### src/rtl/adxl_spi_responder.sv
// SPI-slave stand-in for the ADXL362: decodes 0x0A/0x0B commands, serves the register
// map with auto-increment bursts, and returns samples from a snapshot taken at CS fall.
module adxl_spi_responder #(
    parameter logic [7:0] DEVID_AD  = 8'hAD,
    parameter logic [7:0] DEVID_MST = 8'h1D,
    parameter logic [7:0] PARTID    = 8'hF2
) (
    input  logic        clk,
    input  logic        reset_db,
    input  logic        CS,
    input  logic        SCLK,
    input  logic        MOSI,
    output logic        MISO,
    input  logic [11:0] sample_X,
    input  logic [11:0] sample_Y,
    input  logic [11:0] sample_Z,
    input  logic [11:0] sample_T,
    input  logic        sample_valid,
    output logic [7:0]  power_ctl,
    output logic [7:0]  filter_ctl,
    output logic        measure_en
);
    typedef enum logic [2:0] {S_IDLE, S_CMD, S_ADDR, S_WR, S_RD, S_IGNORE} state_t;

    state_t      state_q, state_d;
    logic [2:0]  cs_sync_q, cs_sync_d, sclk_sync_q, sclk_sync_d;
    logic [1:0]  mosi_sync_q, mosi_sync_d;
    logic [2:0]  bit_cnt_q, bit_cnt_d;
    logic [7:0]  shift_q, shift_d, addr_q, addr_d, tx_q, tx_d;
    logic        miso_q, miso_d, is_read_q, is_read_d, rd_flag_q, rd_flag_d, dr_q, dr_d;
    logic [7:0]  power_q, power_d, filter_q, filter_d;
    logic [11:0] live_x_q, live_x_d, live_y_q, live_y_d, live_z_q, live_z_d, live_t_q, live_t_d;
    logic [11:0] shd_x_q, shd_x_d, shd_y_q, shd_y_d, shd_z_q, shd_z_d, shd_t_q, shd_t_d;

    logic        cs_fall, cs_rise, sclk_rise, sclk_fall, byte_done;
    logic [7:0]  byte_in, fetch_addr, rd_byte;

    // Index [1] is the synchronized level; [2] is its previous value for edge detection.
    assign cs_fall   =  cs_sync_q[2] & ~cs_sync_q[1];
    assign cs_rise   = ~cs_sync_q[2] &  cs_sync_q[1];
    assign sclk_rise = ~sclk_sync_q[2] &  sclk_sync_q[1];
    assign sclk_fall =  sclk_sync_q[2] & ~sclk_sync_q[1];
    assign byte_in   = {shift_q[6:0], mosi_sync_q[1]};
    assign byte_done = sclk_rise && (bit_cnt_q == 3'd7);
    assign fetch_addr = (state_q == S_ADDR) ? byte_in : addr_q + 8'd1;

    always_comb begin
        rd_byte = 8'h00;
        case (fetch_addr)
            8'h00: rd_byte = DEVID_AD;
            8'h01: rd_byte = DEVID_MST;
            8'h02: rd_byte = PARTID;
            8'h08: rd_byte = shd_x_q[11:4];
            8'h09: rd_byte = shd_y_q[11:4];
            8'h0A: rd_byte = shd_z_q[11:4];
            8'h0B: rd_byte = {7'b0, dr_q};
            8'h0E: rd_byte = shd_x_q[7:0];
            8'h0F: rd_byte = {{4{shd_x_q[11]}}, shd_x_q[11:8]};
            8'h10: rd_byte = shd_y_q[7:0];
            8'h11: rd_byte = {{4{shd_y_q[11]}}, shd_y_q[11:8]};
            8'h12: rd_byte = shd_z_q[7:0];
            8'h13: rd_byte = {{4{shd_z_q[11]}}, shd_z_q[11:8]};
            8'h14: rd_byte = shd_t_q[7:0];
            8'h15: rd_byte = {{4{shd_t_q[11]}}, shd_t_q[11:8]};
            8'h2C: rd_byte = filter_q;
            8'h2D: rd_byte = power_q;
            default: rd_byte = 8'h00;
        endcase
    end

    always_comb begin
        cs_sync_d   = {cs_sync_q[1:0], CS};
        sclk_sync_d = {sclk_sync_q[1:0], SCLK};
        mosi_sync_d = {mosi_sync_q[0], MOSI};
        state_d   = state_q;
        bit_cnt_d = bit_cnt_q;
        shift_d   = shift_q;
        addr_d    = addr_q;
        tx_d      = tx_q;
        miso_d    = miso_q;
        is_read_d = is_read_q;
        rd_flag_d = rd_flag_q;
        dr_d      = dr_q;
        power_d   = power_q;
        filter_d  = filter_q;
        live_x_d = live_x_q; live_y_d = live_y_q; live_z_d = live_z_q; live_t_d = live_t_q;
        shd_x_d  = shd_x_q;  shd_y_d  = shd_y_q;  shd_z_d  = shd_z_q;  shd_t_d  = shd_t_q;

        if (cs_fall) begin
            shd_x_d = live_x_q; shd_y_d = live_y_q; shd_z_d = live_z_q; shd_t_d = live_t_q;
        end

        if (state_q != S_RD) begin
            miso_d = 1'b0;
        end else if (sclk_fall) begin
            miso_d = tx_q[7];
            tx_d   = {tx_q[6:0], 1'b0};
        end

        if (cs_rise) begin
            state_d = S_IDLE;
            if (rd_flag_q) dr_d = 1'b0;
        end else begin
            if ((state_q == S_CMD || state_q == S_ADDR || state_q == S_WR || state_q == S_RD)
                && sclk_rise) begin
                shift_d   = byte_in;
                bit_cnt_d = bit_cnt_q + 3'd1;
            end
            case (state_q)
                S_IDLE: if (cs_fall) begin
                    state_d   = S_CMD;
                    bit_cnt_d = 3'd0;
                    rd_flag_d = 1'b0;
                end
                S_CMD: if (byte_done) begin
                    is_read_d = (byte_in == 8'h0B);
                    state_d   = (byte_in == 8'h0A || byte_in == 8'h0B) ? S_ADDR : S_IGNORE;
                end
                S_ADDR: if (byte_done) begin
                    addr_d  = byte_in;
                    tx_d    = rd_byte;
                    state_d = is_read_q ? S_RD : S_WR;
                end
                S_WR: if (byte_done) begin
                    addr_d = addr_q + 8'd1;
                    case (addr_q)
                        8'h2C: filter_d = byte_in;
                        8'h2D: power_d  = byte_in;
                        8'h1F: if (byte_in == 8'h52) begin
                            filter_d = 8'h13;
                            power_d  = 8'h00;
                            dr_d     = 1'b0;
                        end
                        default: ;
                    endcase
                end
                S_RD: if (byte_done) begin
                    addr_d = addr_q + 8'd1;
                    tx_d   = rd_byte;
                    if (addr_q >= 8'h0E && addr_q <= 8'h15) rd_flag_d = 1'b1;
                end
                default: ;
            endcase
        end

        // A new sample outranks any clear arriving in the same cycle.
        if (sample_valid) begin
            live_x_d = sample_X; live_y_d = sample_Y; live_z_d = sample_Z; live_t_d = sample_T;
            dr_d = 1'b1;
        end
    end

    always_ff @(posedge clk or posedge reset_db) begin
        if (reset_db) begin
            cs_sync_q <= 3'b111; sclk_sync_q <= 3'b000; mosi_sync_q <= 2'b00;
            state_q <= S_IDLE; bit_cnt_q <= 3'd0; shift_q <= 8'h00; addr_q <= 8'h00;
            tx_q <= 8'h00; miso_q <= 1'b0; is_read_q <= 1'b0; rd_flag_q <= 1'b0; dr_q <= 1'b0;
            power_q <= 8'h00; filter_q <= 8'h13;
            live_x_q <= '0; live_y_q <= '0; live_z_q <= '0; live_t_q <= '0;
            shd_x_q  <= '0; shd_y_q  <= '0; shd_z_q  <= '0; shd_t_q  <= '0;
        end else begin
            cs_sync_q <= cs_sync_d; sclk_sync_q <= sclk_sync_d; mosi_sync_q <= mosi_sync_d;
            state_q <= state_d; bit_cnt_q <= bit_cnt_d; shift_q <= shift_d; addr_q <= addr_d;
            tx_q <= tx_d; miso_q <= miso_d; is_read_q <= is_read_d; rd_flag_q <= rd_flag_d;
            dr_q <= dr_d; power_q <= power_d; filter_q <= filter_d;
            live_x_q <= live_x_d; live_y_q <= live_y_d; live_z_q <= live_z_d; live_t_q <= live_t_d;
            shd_x_q  <= shd_x_d;  shd_y_q  <= shd_y_d;  shd_z_q  <= shd_z_d;  shd_t_q  <= shd_t_d;
        end
    end

    assign MISO       = miso_q;
    assign power_ctl  = power_q;
    assign filter_ctl = filter_q;
    assign measure_en = (power_q[1:0] == 2'b10);
endmodule
### config.mk
export PLATFORM = sky130hd
export DESIGN_NAME = adxl_spi_responder
export DESIGN_NICKNAME = d
export VERILOG_FILES = /design/src/rtl/adxl_spi_responder.sv
export SDC_FILE = /design/constraint.sdc
export NUM_CORES = 1
export LEC_CHECK = 0
export ABC_AREA = 1
export CAP_MARGIN = 0
export CORE_MARGIN = 3
export CORE_UTILIZATION = 34
export CTS_CLUSTER_DIAMETER = 30
export DETAILED_ROUTE_END_ITERATION = 12
export PLACE_DENSITY_LB_ADDON = 0.1
export SYNTH_ARGS = -nofsm -noshare
export SYNTH_HDL_FRONTEND = slang
export SYNTH_SLANG_ARGS = --single-unit
### constraint.sdc
create_clock -name clk -period 5.95 [get_ports clk]
set_clock_uncertainty 0.1 [all_clocks]
set_input_delay 1.785 -clock clk [delete_from_list [all_inputs] [get_ports clk]]
set_output_delay 1.785 -clock clk [all_outputs]
set_load 0.005 [all_outputs]
==> impl_results.md <==
- Yosys top cell by area: dfrtp_1
- GR peak layer: met1
- Seq/Total Area, Yosys: 49.17%
- Area grow syn2layout: 19.49%
- CTS buffer count: 17
- Pwr per Cell Area: 325.0 nW/um^2
- ANT nets after route: 0
- Core footprint: 22,160 um^2
- Drt drc: 0
- CTS Sinks: 153
- Hold Worst Slack: 0.2565 ns
- Die ar.: 24,800 um^2
- Max clock buf depth: 2
- Req. time, crit path: 4.07 ns
- Placed Cells: 1,317
- Syn Inst Count: 998
- Leading post-synthesis cells by cell area: dfrtp_1 47%, nand2_1 16%, o21ai_0 7.1%, inv_1 4.6%, nand3_1 3.7%
- R2R Setup Slk: 2.76 ns
- Chip width: 157.5 um
- Mean routed wirelength per cell: 15.91 um
- CTS H-Tree Depth: 4
- Setup crit end kind: output port
- Total grt overflow: 0
- Antenna diodes: 0
- Number of synthesized flops with an enable pin: 0
- Maximum VDD drop: 0.1408 mV
- Unique masters post-synth: 37
- Crit path max-delay cell type: dfstp_2
- Initial antenna violation count: 0
- CP Max Fanout: 3
- CTS tree: yes
- Worst stage delay on the critical path: 0.56 ns
- GR Util met2: 26.43%
- CP bufs+invs: 1
- Area share of the largest cell type after synthesis: 47.15%
- Reg2reg start: addr_q[0]$_DFFE_PP0P_
- Max-slew headroom: 30.87%
- Vias per inst: 4.861
- Synthesis Warnings: 0
- M3 GR Usage: 3.024%
- Layout cells sized above 1: 9.074%
- First DRT Iteration DRCs: 470
- Status: complete, no violations
- Post-CTS sizing: 0
- GPL Wtd Cong: 0.9032
- Largest net degree at the start of global routing: 86
- Reg2reg path depth: 13
- HPWL after detailed placement: 15,750 um
- Synthesized area per cell: 7.817 um^2
- Final Hold Fails: 0
- Final Instance Count excl. Fillers: 1,349
- Hold_sp: cs_sync_q[0]$_DFF_PP1_
- Number of global-route vias before repair: 6,228
- CTS root buffer: clkbuf_16
- Cell Area, Synth: 7801 um^2
- CP startpoint: filter_ctl[0]$_DFFE_PP1P_
- Final #Nets: 1,119
- Final slew viol count: 0
- Fin crit share: 56.77%
- WS Path Type: flip-flop to output port
- Final setup margin: 2.572 ns
- I/O pin cnt: 72
- Share of flip-flops with an asynchronous set or reset: 100.0%
- HP Class: flip-flop to flip-flop
- Chip Height: 157.5 um
- Grt met1 use: 27.18%
- CP arrival: 1.49 ns
- Yosys reg bits: 153
- Crit path depth: 1
- Critical R2R Capture: tx_q[4]$_DFF_PP0_
- First-pass iteration count of the detailed router: 5
- # hold bufs at CTS: 0
- F_max: 0.2960 GHz
- Cells along the critical path: clkdlybuf4s50_1
- Lkg Pwr: 4.440 nW
- Worst Setup EP: filter_ctl[0]
- Setup violators final: 0
- Initial Utilization: 35.20%
- GRT Overall Usage: 17.92%
- Via count: 6,558
- RSZ-0062 raised after global routing: no
- Minimum clock period: 3.378 ns
- WL final: 21,460 um
- Worst-margin pin slew: 1.034 ns
- Max Cap Viol: 0
- Syn Nets: 1,061
- Worst skew pair latency: 0.43 ns
- Setup TNS: 0 ns
- Setup Slack @ Placement: 2.450 ns
- Nature of the critical path startpoint: flip-flop
- Kind of cell adding the most delay to the critical path: flip-flops
- Most used DFF post-synth: dfrtp_1
- Power Total: 3.029 mW
- Post-CTS Setup Inserts: 0
- First-pass GRT wire length: 34,710 um
- IO buf count: 71
- Clock Pin Slew Worst Setup and Hold Paths: 0.07 ns
- Site row count: 54
==> Yosys cell counts, types with 4 or more instances <==
master	instances
inv_2	7
nand3_2	10
nand3_1	57
nand2_2	5
dfrtp_1	147
nand4_1	39
a21oi_1	12
inv_1	96
dfstp_2	6
o21ai_0	111
nor2_2	14
nor2_1	64
nor2_4	6
clkbuf_1	24
nor3_1	7
o21ai_1	11
o211ai_1	8
nand2_1	323
ha_1	9
nor4_1	5
o21ai_2	4
buf_2	7
==> metrics by stage <==
step | instance area [um^2] | util [%]
6_report | 9321 | 42.06
5_1_grt | 9321 | 42.06
4_1_cts | 9321 | 42.06
3_5_place_dp | 8730 | 39.39
3_3_place_gp | 8730 | 39.39
2_1_floorplan | 7805 | -
==> cells in the final DEF (no fill, tap or decap), drive strengths merged, types with 13 or more instances in the layout <==
cell,n
a21oi,13
dfrtp,147
clkbuf,18
nand2,329
nand3,67
nor2,84
o21ai,127
clkdlybuf4s50,70
inv,107
nand4,40
==> flip-flops by register name, summed over array words and instances (netlist names), 8 cells and up <==
| signal | cells |
|---|---|
| live_t_q | 12 |
| live_x_q | 12 |
| live_y_q | 12 |
| live_z_q | 12 |
| shd_t_q | 12 |
| shd_x_q | 12 |
| shd_y_q | 12 |
| shd_z_q | 12 |
| addr_q | 8 |
| filter_ctl | 8 |
| power_ctl | 8 |
| tx_q | 8 |
==> metal layers <==
layer	wire length (um)	up-vias
met3	953	20
met1	10940	3017
li1	-	3369
met2	9308	152
met4	265	0
met5	0	-
==> layout make-up <==
class	instances	area [um^2]
Clock buffer	18	429.2
Clock inverter	14	162.7
Fill cell	2269	12840
Inverter	103	390.4
Multi-Input combinational cell	705	3397
Sequential cell	153	3836
Tap cell	280	350.3
Timing Repair Buffer	76	755.7
==> logic make-up after synthesis <==
group / after synthesis / share of synthesized area, %
adder cells (fa/ha/maj): 9 / 1.443
XOR/XNOR: 1 / 0.1123
AND/OR/NAND/NOR: 534 / 30.39
flip-flops: 153 / 49.17
AO/OA/AOI/OAI: 161 / 11.60
buffers and inverters: 140 / 7.282
==> worst min-delay path by stage <==
stage / end / slack [ns] / cells past startpoint
final: cs_sync_q[1]$_DFF_PP1_ / 0.26 / 0
after global routing: cs_sync_q[1]$_DFF_PP1_ / 0.27 / 0
after CTS: cs_sync_q[1]$_DFF_PP1_ / 0.26 / 0
after detailed placement: cs_sync_q[1]$_DFF_PP1_ / 0.25 / 0
after global placement: mosi_sync_q[1]$_DFF_PP0_ / 0.23 / 0
after floorplan: mosi_sync_q[1]$_DFF_PP0_ / 0.23 / 0
==> power by group <==
group	switching (mW)	internal (mW)
clock	0.479	0.628
sequential	0.121	1.18
combinational	0.410	0.209
total	1.01	2.02
(Power assumes the default switching activity.)
